File: config.mk
export PLATFORM = sky130hd
export DESIGN_NAME = lfsr_multi
export DESIGN_NICKNAME = d
export VERILOG_FILES = /design/src/rtl/lfsr_pkg.sv /design/src/rtl/lfsr_step.sv /design/src/rtl/lfsr_multi.sv
export SDC_FILE = /design/constraint.sdc
export NUM_CORES = 1
export LEC_CHECK = 0
export CORE_ASPECT_RATIO = 0.8
export CORE_MARGIN = 10
export CORE_UTILIZATION = 44
export CTS_CLUSTER_DIAMETER = 40
export DETAILED_ROUTE_END_ITERATION = 10
export PLACE_DENSITY_LB_ADDON = 0.15
export SYNTH_ARGS = -nofsm -noshare
export SYNTH_HDL_FRONTEND = slang
export SYNTH_SLANG_ARGS = --single-unit
File: constraint.sdc
create_clock -name clk -period 2 [get_ports clk]
set_input_delay 0.4 -clock clk [delete_from_list [all_inputs] [get_ports clk]]
set_output_delay 0.4 -clock clk [all_outputs]
set_load 0.03 [all_outputs]
File: src/rtl/lfsr_pkg.sv
// Shared LFSR constants: step direction encoding and the maximal-length
// Galois tap masks (right-shifting form) for widths 3..32.
package lfsr_pkg;

    localparam logic DIR_FWD = 1'b0;
    localparam logic DIR_REV = 1'b1;

    localparam int LFSR_MIN_WIDTH = 32'sd3;
    localparam int LFSR_MAX_WIDTH = 32'sd32;

    // Default tap mask for a given width; bit (width-1) is always set.
    function automatic logic [31:0] lfsr_poly(input int width);
        logic [31:0] p;
        case (width)
            32'sd3:  p = 32'h0000_0006;
            32'sd4:  p = 32'h0000_000C;
            32'sd5:  p = 32'h0000_0014;
            32'sd6:  p = 32'h0000_0030;
            32'sd7:  p = 32'h0000_0060;
            32'sd8:  p = 32'h0000_00B8;
            32'sd9:  p = 32'h0000_0110;
            32'sd10: p = 32'h0000_0240;
            32'sd11: p = 32'h0000_0500;
            32'sd12: p = 32'h0000_0829;
            32'sd13: p = 32'h0000_100D;
            32'sd14: p = 32'h0000_2015;
            32'sd15: p = 32'h0000_6000;
            32'sd16: p = 32'h0000_D008;
            32'sd17: p = 32'h0001_2000;
            32'sd18: p = 32'h0002_0400;
            32'sd19: p = 32'h0004_0023;
            32'sd20: p = 32'h0009_0000;
            32'sd21: p = 32'h0014_0000;
            32'sd22: p = 32'h0030_0000;
            32'sd23: p = 32'h0042_0000;
            32'sd24: p = 32'h00E1_0000;
            32'sd25: p = 32'h0120_0000;
            32'sd26: p = 32'h0200_0023;
            32'sd27: p = 32'h0400_0013;
            32'sd28: p = 32'h0900_0000;
            32'sd29: p = 32'h1400_0000;
            32'sd30: p = 32'h2000_0029;
            32'sd31: p = 32'h4800_0000;
            32'sd32: p = 32'h8020_0003;
            default: p = 32'h0000_0000;
        endcase
        return p;
    endfunction

endpackage

File: src/rtl/lfsr_step.sv
// Combinational Galois LFSR next-state function, forward or reverse.
// The reverse step is the exact inverse of the forward step for nonzero states.
module lfsr_step
    import lfsr_pkg::*;
#(
    parameter int               WIDTH = 8,
    parameter logic [WIDTH-1:0] POLY  = WIDTH'(lfsr_poly(WIDTH))
) (
    input  logic [WIDTH-1:0] state_i,
    input  logic             dir_i,
    output logic [WIDTH-1:0] nxt_o
);

    localparam logic [WIDTH-1:0] ONE  = {{(WIDTH-1){1'b0}}, 1'b1};
    localparam logic [WIDTH-1:0] ZERO = {WIDTH{1'b0}};

    logic [WIDTH-1:0] fwd_s;
    logic [WIDTH-1:0] rev_s;

    // A forward step that folded in POLY always leaves the MSB set, which is
    // how the reverse step knows to unfold it and restore the shifted-out 1.
    always_comb begin
        fwd_s = (state_i >> 1'b1) ^ (state_i[0] ? POLY : ZERO);
        rev_s = state_i[WIDTH-1] ? (((state_i ^ POLY) << 1'b1) | ONE)
                                 : (state_i << 1'b1);
        case (dir_i)
            DIR_FWD: nxt_o = fwd_s;
            DIR_REV: nxt_o = rev_s;
            default: nxt_o = state_i;
        endcase
    end

endmodule

File: src/rtl/lfsr_multi.sv
// Parametrised Galois LFSR with load, fwd/rev stepping, lock-up recovery,
// terminal match and wrap detection. Optional step counter: LFSR_STEP_CNT_EN.
module lfsr_multi
    import lfsr_pkg::*;
#(
    parameter int               WIDTH = 8,
    parameter logic [WIDTH-1:0] POLY  = WIDTH'(lfsr_poly(WIDTH)),
    parameter logic [WIDTH-1:0] SEED  = {{(WIDTH-1){1'b0}}, 1'b1}
) (
    input  logic             clk,
    input  logic             reset,
    input  logic [WIDTH-1:0] data,
    input  logic             load,
    input  logic             cen,
    input  logic             dir,
    input  logic [WIDTH-1:0] term,
    output logic [WIDTH-1:0] count,
    output logic             match,
    output logic             wrap,
`ifdef LFSR_STEP_CNT_EN
    output logic             lock,
    output logic [WIDTH-1:0] steps,
    output logic [WIDTH-1:0] period
`else
    output logic             lock
`endif
);

    localparam logic [WIDTH-1:0] ZERO = {WIDTH{1'b0}};

    logic [WIDTH-1:0] count_q, count_d;
    logic [WIDTH-1:0] start_q, start_d;
    logic             match_q, match_d;
    logic             wrap_q, wrap_d;
    logic             lock_q, lock_d;
    logic [WIDTH-1:0] nxt_s;

    lfsr_step #(
        .WIDTH (WIDTH),
        .POLY  (POLY)
    ) u_step (
        .state_i (count_q),
        .dir_i   (dir),
        .nxt_o   (nxt_s)
    );

    // Next-state selection: load over step; a zero state recovers to SEED.
    always_comb begin
        count_d = count_q;
        start_d = start_q;
        wrap_d  = 1'b0;
        lock_d  = 1'b0;
        if (load) begin
            count_d = data;
            start_d = data;
        end else if (cen) begin
            if (count_q == ZERO) begin
                count_d = SEED;
                start_d = SEED;
                lock_d  = 1'b1;
            end else begin
                count_d = nxt_s;
                wrap_d  = (nxt_s == start_q);
            end
        end else begin
            count_d = count_q;
        end
        match_d = (count_d == term);
    end

    // State and flag registers.
    always_ff @(posedge clk) begin
        if (reset) begin
            count_q <= SEED;
            start_q <= SEED;
            match_q <= 1'b0;
            wrap_q  <= 1'b0;
            lock_q  <= 1'b0;
        end else begin
            count_q <= count_d;
            start_q <= start_d;
            match_q <= match_d;
            wrap_q  <= wrap_d;
            lock_q  <= lock_d;
        end
    end

    assign count = count_q;
    assign match = match_q;
    assign wrap  = wrap_q;
    assign lock  = lock_q;

`ifdef LFSR_STEP_CNT_EN
    localparam logic [WIDTH-1:0] ONE  = {{(WIDTH-1){1'b0}}, 1'b1};
    localparam logic [WIDTH-1:0] ONES = {WIDTH{1'b1}};

    logic [WIDTH-1:0] steps_q, steps_d;
    logic [WIDTH-1:0] period_q, period_d;
    logic [WIDTH-1:0] steps_inc_s;

    // Saturating step count; the wrapping step itself is included in period.
    always_comb begin
        steps_inc_s = (steps_q == ONES) ? steps_q : (steps_q + ONE);
        steps_d     = steps_q;
        period_d    = period_q;
        if (load || lock_d) begin
            steps_d = ZERO;
        end else if (wrap_d) begin
            period_d = steps_inc_s;
            steps_d  = ZERO;
        end else if (cen) begin
            steps_d = steps_inc_s;
        end else begin
            steps_d = steps_q;
        end
    end

    // Step counter registers.
    always_ff @(posedge clk) begin
        if (reset) begin
            steps_q  <= ZERO;
            period_q <= ZERO;
        end else begin
            steps_q  <= steps_d;
            period_q <= period_d;
        end
    end

    assign steps  = steps_q;
    assign period = period_q;
`else
`endif

endmodule

==> impl_metrics.csv <==
group,metric,value,unit
outcome,outcome,"completed",
power,p_clk_share,24.5,%
sta,max_freq,0.514,GHz
yosys,async_flop_share,0,%
clock_tree,numClockSinks,19,
routing,highest_layer,"met4",
sta,worstMarginPinSlew,387,ps
critical_path,rr_worst_depth,6,
power,irDropWorstVdd,0.419,mV
sta,rsz0062_at_grt,"no",
critical_path,cp.required,2180,ps
power,p_sw,381,uW
clock_tree,path_clk_slew,80,ps
critical_path,worstPathMaxFanout,8,
critical_path,crit_family,"buffers and inverters",
routing,met3_wirelength,398,um
clock_tree,cts_tree,"yes",
floorplanning,initial_utilization,47.3,%
critical_path,critPathArrivalTime,2130,ps
yosys,synth_edf_count,0,
yosys,syn_nets,175,
clock_tree,clockRootBuffer,"clkbuf_8",
finish,drive_gt1_share,28.8,%
global_routing,grt_pass1_wl,7270,um
yosys,ys_warn_count,0,
hold_path,hold_class,"register to register",
global_routing,grt.total_usage,16.0,%
finish,n_antenna_cell,0,
clock_tree,cts_inserted_buffers,3,
sta,slew_headroom,73.5,%
power,total_power,1.16,mW
critical_path,cp_cell_sequence,"clkdlybuf4s50_1 -> buf_4 -> buf_4 -> mux2i_1 -> buf_4 -> xor2_1 -> nand3_1 -> nor3_1",
yosys,ys.flop_type,"dfxtp_1",
clock_tree,holdBufCountCts,0,
power,powerDensity,570,mW/mm^2
global_routing,grt_max_degree,15,
sta,fin_tns_setup,0,ps
clock_tree,cts.htree.levels,1,
routing,wirelength,4620,um
critical_path,cpMostUsedCell,"buf_4",
sta,finalSetupViolCount,0,
global_routing,grt_overflow_total,0,
routing,via_per_inst,5.45,
routing,met1Wirelength,1960,um
floorplanning,dieWidth,81.9,um
power,internal_power,776,uW
clock_tree,clk_latency,270,ps
floorplanning,dieArea,0.00569,sq mm
critical_path,setup.worst_path.class,"input port to register",
yosys,synth_top_area_share,28.2,%
critical_path,end_kind,"register",
yosys,synthesis.area,0.00135,sq mm
sta,worst_clock_skew,9.80,ps
sta,period_share,97.3,%
critical_path,slowest_stage,"clkdlybuf4s50_1",
sta,min_period,1950,ps
floorplanning,die_h,69.5,um
critical_path,start_kind,"input port",
clock_tree,cts_buffer_depth,2,
place,pre_cts_slack,-189,ps
critical_path,rrSetupSlack,110,ps
place,dp_hpwl,3730,um
power,switching_share,32.9,%
global_routing,grt_pass1_vias,1446,
routing,drcViolationCount,0,
yosys,synth_cell_types,49,
floorplanning,ioPinCount,32,
floorplanning,rows,17,
place,place_congestion,0.991,
sta,drv_slew,0,
yosys,synth.area.top_cells,"dfxtp_1 28%, xor2_1 9.1%, mux2i_1 6.7%",
yosys,syn_avg_cell_area,8.76,sq um
critical_path,path_buf_inv,4,
yosys,syn_inst,154,
global_routing,antenna_found_initial,0,
routing,dr_wl_met2,2230,um
hold_path,min_path_cells,2,
place,place_area,0.00196,sq mm
sta,whs,485,ps
finish,syn_to_final_growth,50.6,%
routing,wire_per_inst,17.5,um
routing,dr.pass1.iters,4,
critical_path,crit_cells,8,
sta,setup_ws,53.7,ps
yosys,synth.ff_latch_count,19,
power,sequentialPowerShare,35.7,%
critical_path,cpPeakStageDelay,450,ps
yosys,synth.largest_area_cell,"dfxtp_1",
finish,final_cell_area,0.00203,sq mm
floorplanning,coreArea,0.00285,sq mm
yosys,ys_seq_area_share,28.2,%
sta,hold_violations,0,
power,p_leak,0.879,nW
job,max_cap_viol_count,0,
routing,drtIter0Drc,130,
routing,via_count,1439,
place,io_buffers,31,
finish,nNetsFinal,248,
power,pwr-share-comb,39.7,%
routing,ant_nets,0,
synth_stat cells (2+ instances only):
cell,count
a21oi_1,7
dfxtp_1,19
o221ai_1,2
nand3_1,2
nand2_1,5
a22oi_1,8
a31oi_1,2
nand2b_1,2
o21ai_0,4
xor2_1,14
nor3_1,4
or4_4,2
and2_1,2
buf_6,4
nor2b_1,4
clkbuf_1,3
mux2i_1,9
clkbuf_8,2
xnor2_1,6
inv_1,4
nor2_1,19
o211ai_1,3
state kept, by name (all words and copies together), names as in the netlist:
register / count
count: 8
lock: 1
match: 1
start_q: 8
wrap: 1
worst register-to-register path: cells and delay by family (launching register included):
family | cells | cell delay, ps
and+or+nand+nor | 3 | 950
AOI/OAI and AO/OA | 2 | 370
buffers and inverters | 1 | 170
DFF | 1 | 330
cells in the final DEF, fill, tap and decap left out, types with 2 or more instances in the layout:
master and count:
buf_4 46, clkdlybuf4s50_1 29, nor2_1 19, dfxtp_1 17
xor2_1 14, mux2i_1 9, a21oi_1 7, a22oi_1 7
xnor2_1 6, nand2_1 5, inv_1 4, nor2b_1 4
nor3_1 4, o21ai_0 4, o211ai_1 3, clkbuf_8 3
or4_4 2, and2_1 2, a31oi_1 2, nand2b_1 2
nand3_1 2, dfxtp_2 2, dlymetal6s2s_1 2
power groups by stage:
stage | clock, mW | combinational [mW] | sequential (mW)
after floorplan | 0 | 0.203 | 0.452
after global placement | 0 | 0.433 | 0.422
after detailed placement | 0 | 0.444 | 0.423
after CTS | 0.282 | 0.447 | 0.414
after global routing | 0.300 | 0.492 | 0.415
final | 0.284 | 0.460 | 0.414
metal layers:
layer | global-route usage (%) | up-vias
met4 | 3.37 | 0
met5 | 0 | -
met1 | 20.9 | 681
li1 | - | 703
met2 | 25.3 | 49
met3 | 4.26 | 6
path summary, 6_finish.rpt:
check | from | endpoint
worst max-delay path | dir | wrap
worst min-delay path | start_q[7] | start_q[7]
worst max register to register | count[4] | match
worst min register to register | start_q[7] | start_q[7]
cell type report:
type                       count  area [sq um]
multi-input combinational    122           881
clock buffer                   4          45.0
timing repair buffer          77           661
sequential                    19           383
fill                         238           818
inverter                       4          15.0
tap                           38          47.5
cells by family (layout without fill, tap and decap cells):
kind of cell / after synthesis / in the layout / synth area share (%)
simple gates: 51 / 51 / 21.2
compound gates: 42 / 42 / 23.7
xor+xnor: 20 / 20 / 13.0
flops: 19 / 19 / 28.2
buf+inv: 13 / 85 / 7.33
mux: 9 / 9 / 6.68
stage by stage:
stage	std cells	utilization, %
2_1_floorplan	154	-
3_3_place_gp	258	68.6
3_5_place_dp	258	68.6
4_1_cts	262	70.2
5_1_grt	264	71.3
6_report	264	71.3
repair_timing:
action                                  4_1_cts  5_1_grt
setup buffers                                 0        2
endpoints found under the setup margin        0        1
gates resized for setup                       0        4
Power figures use the tool's default switching activity.
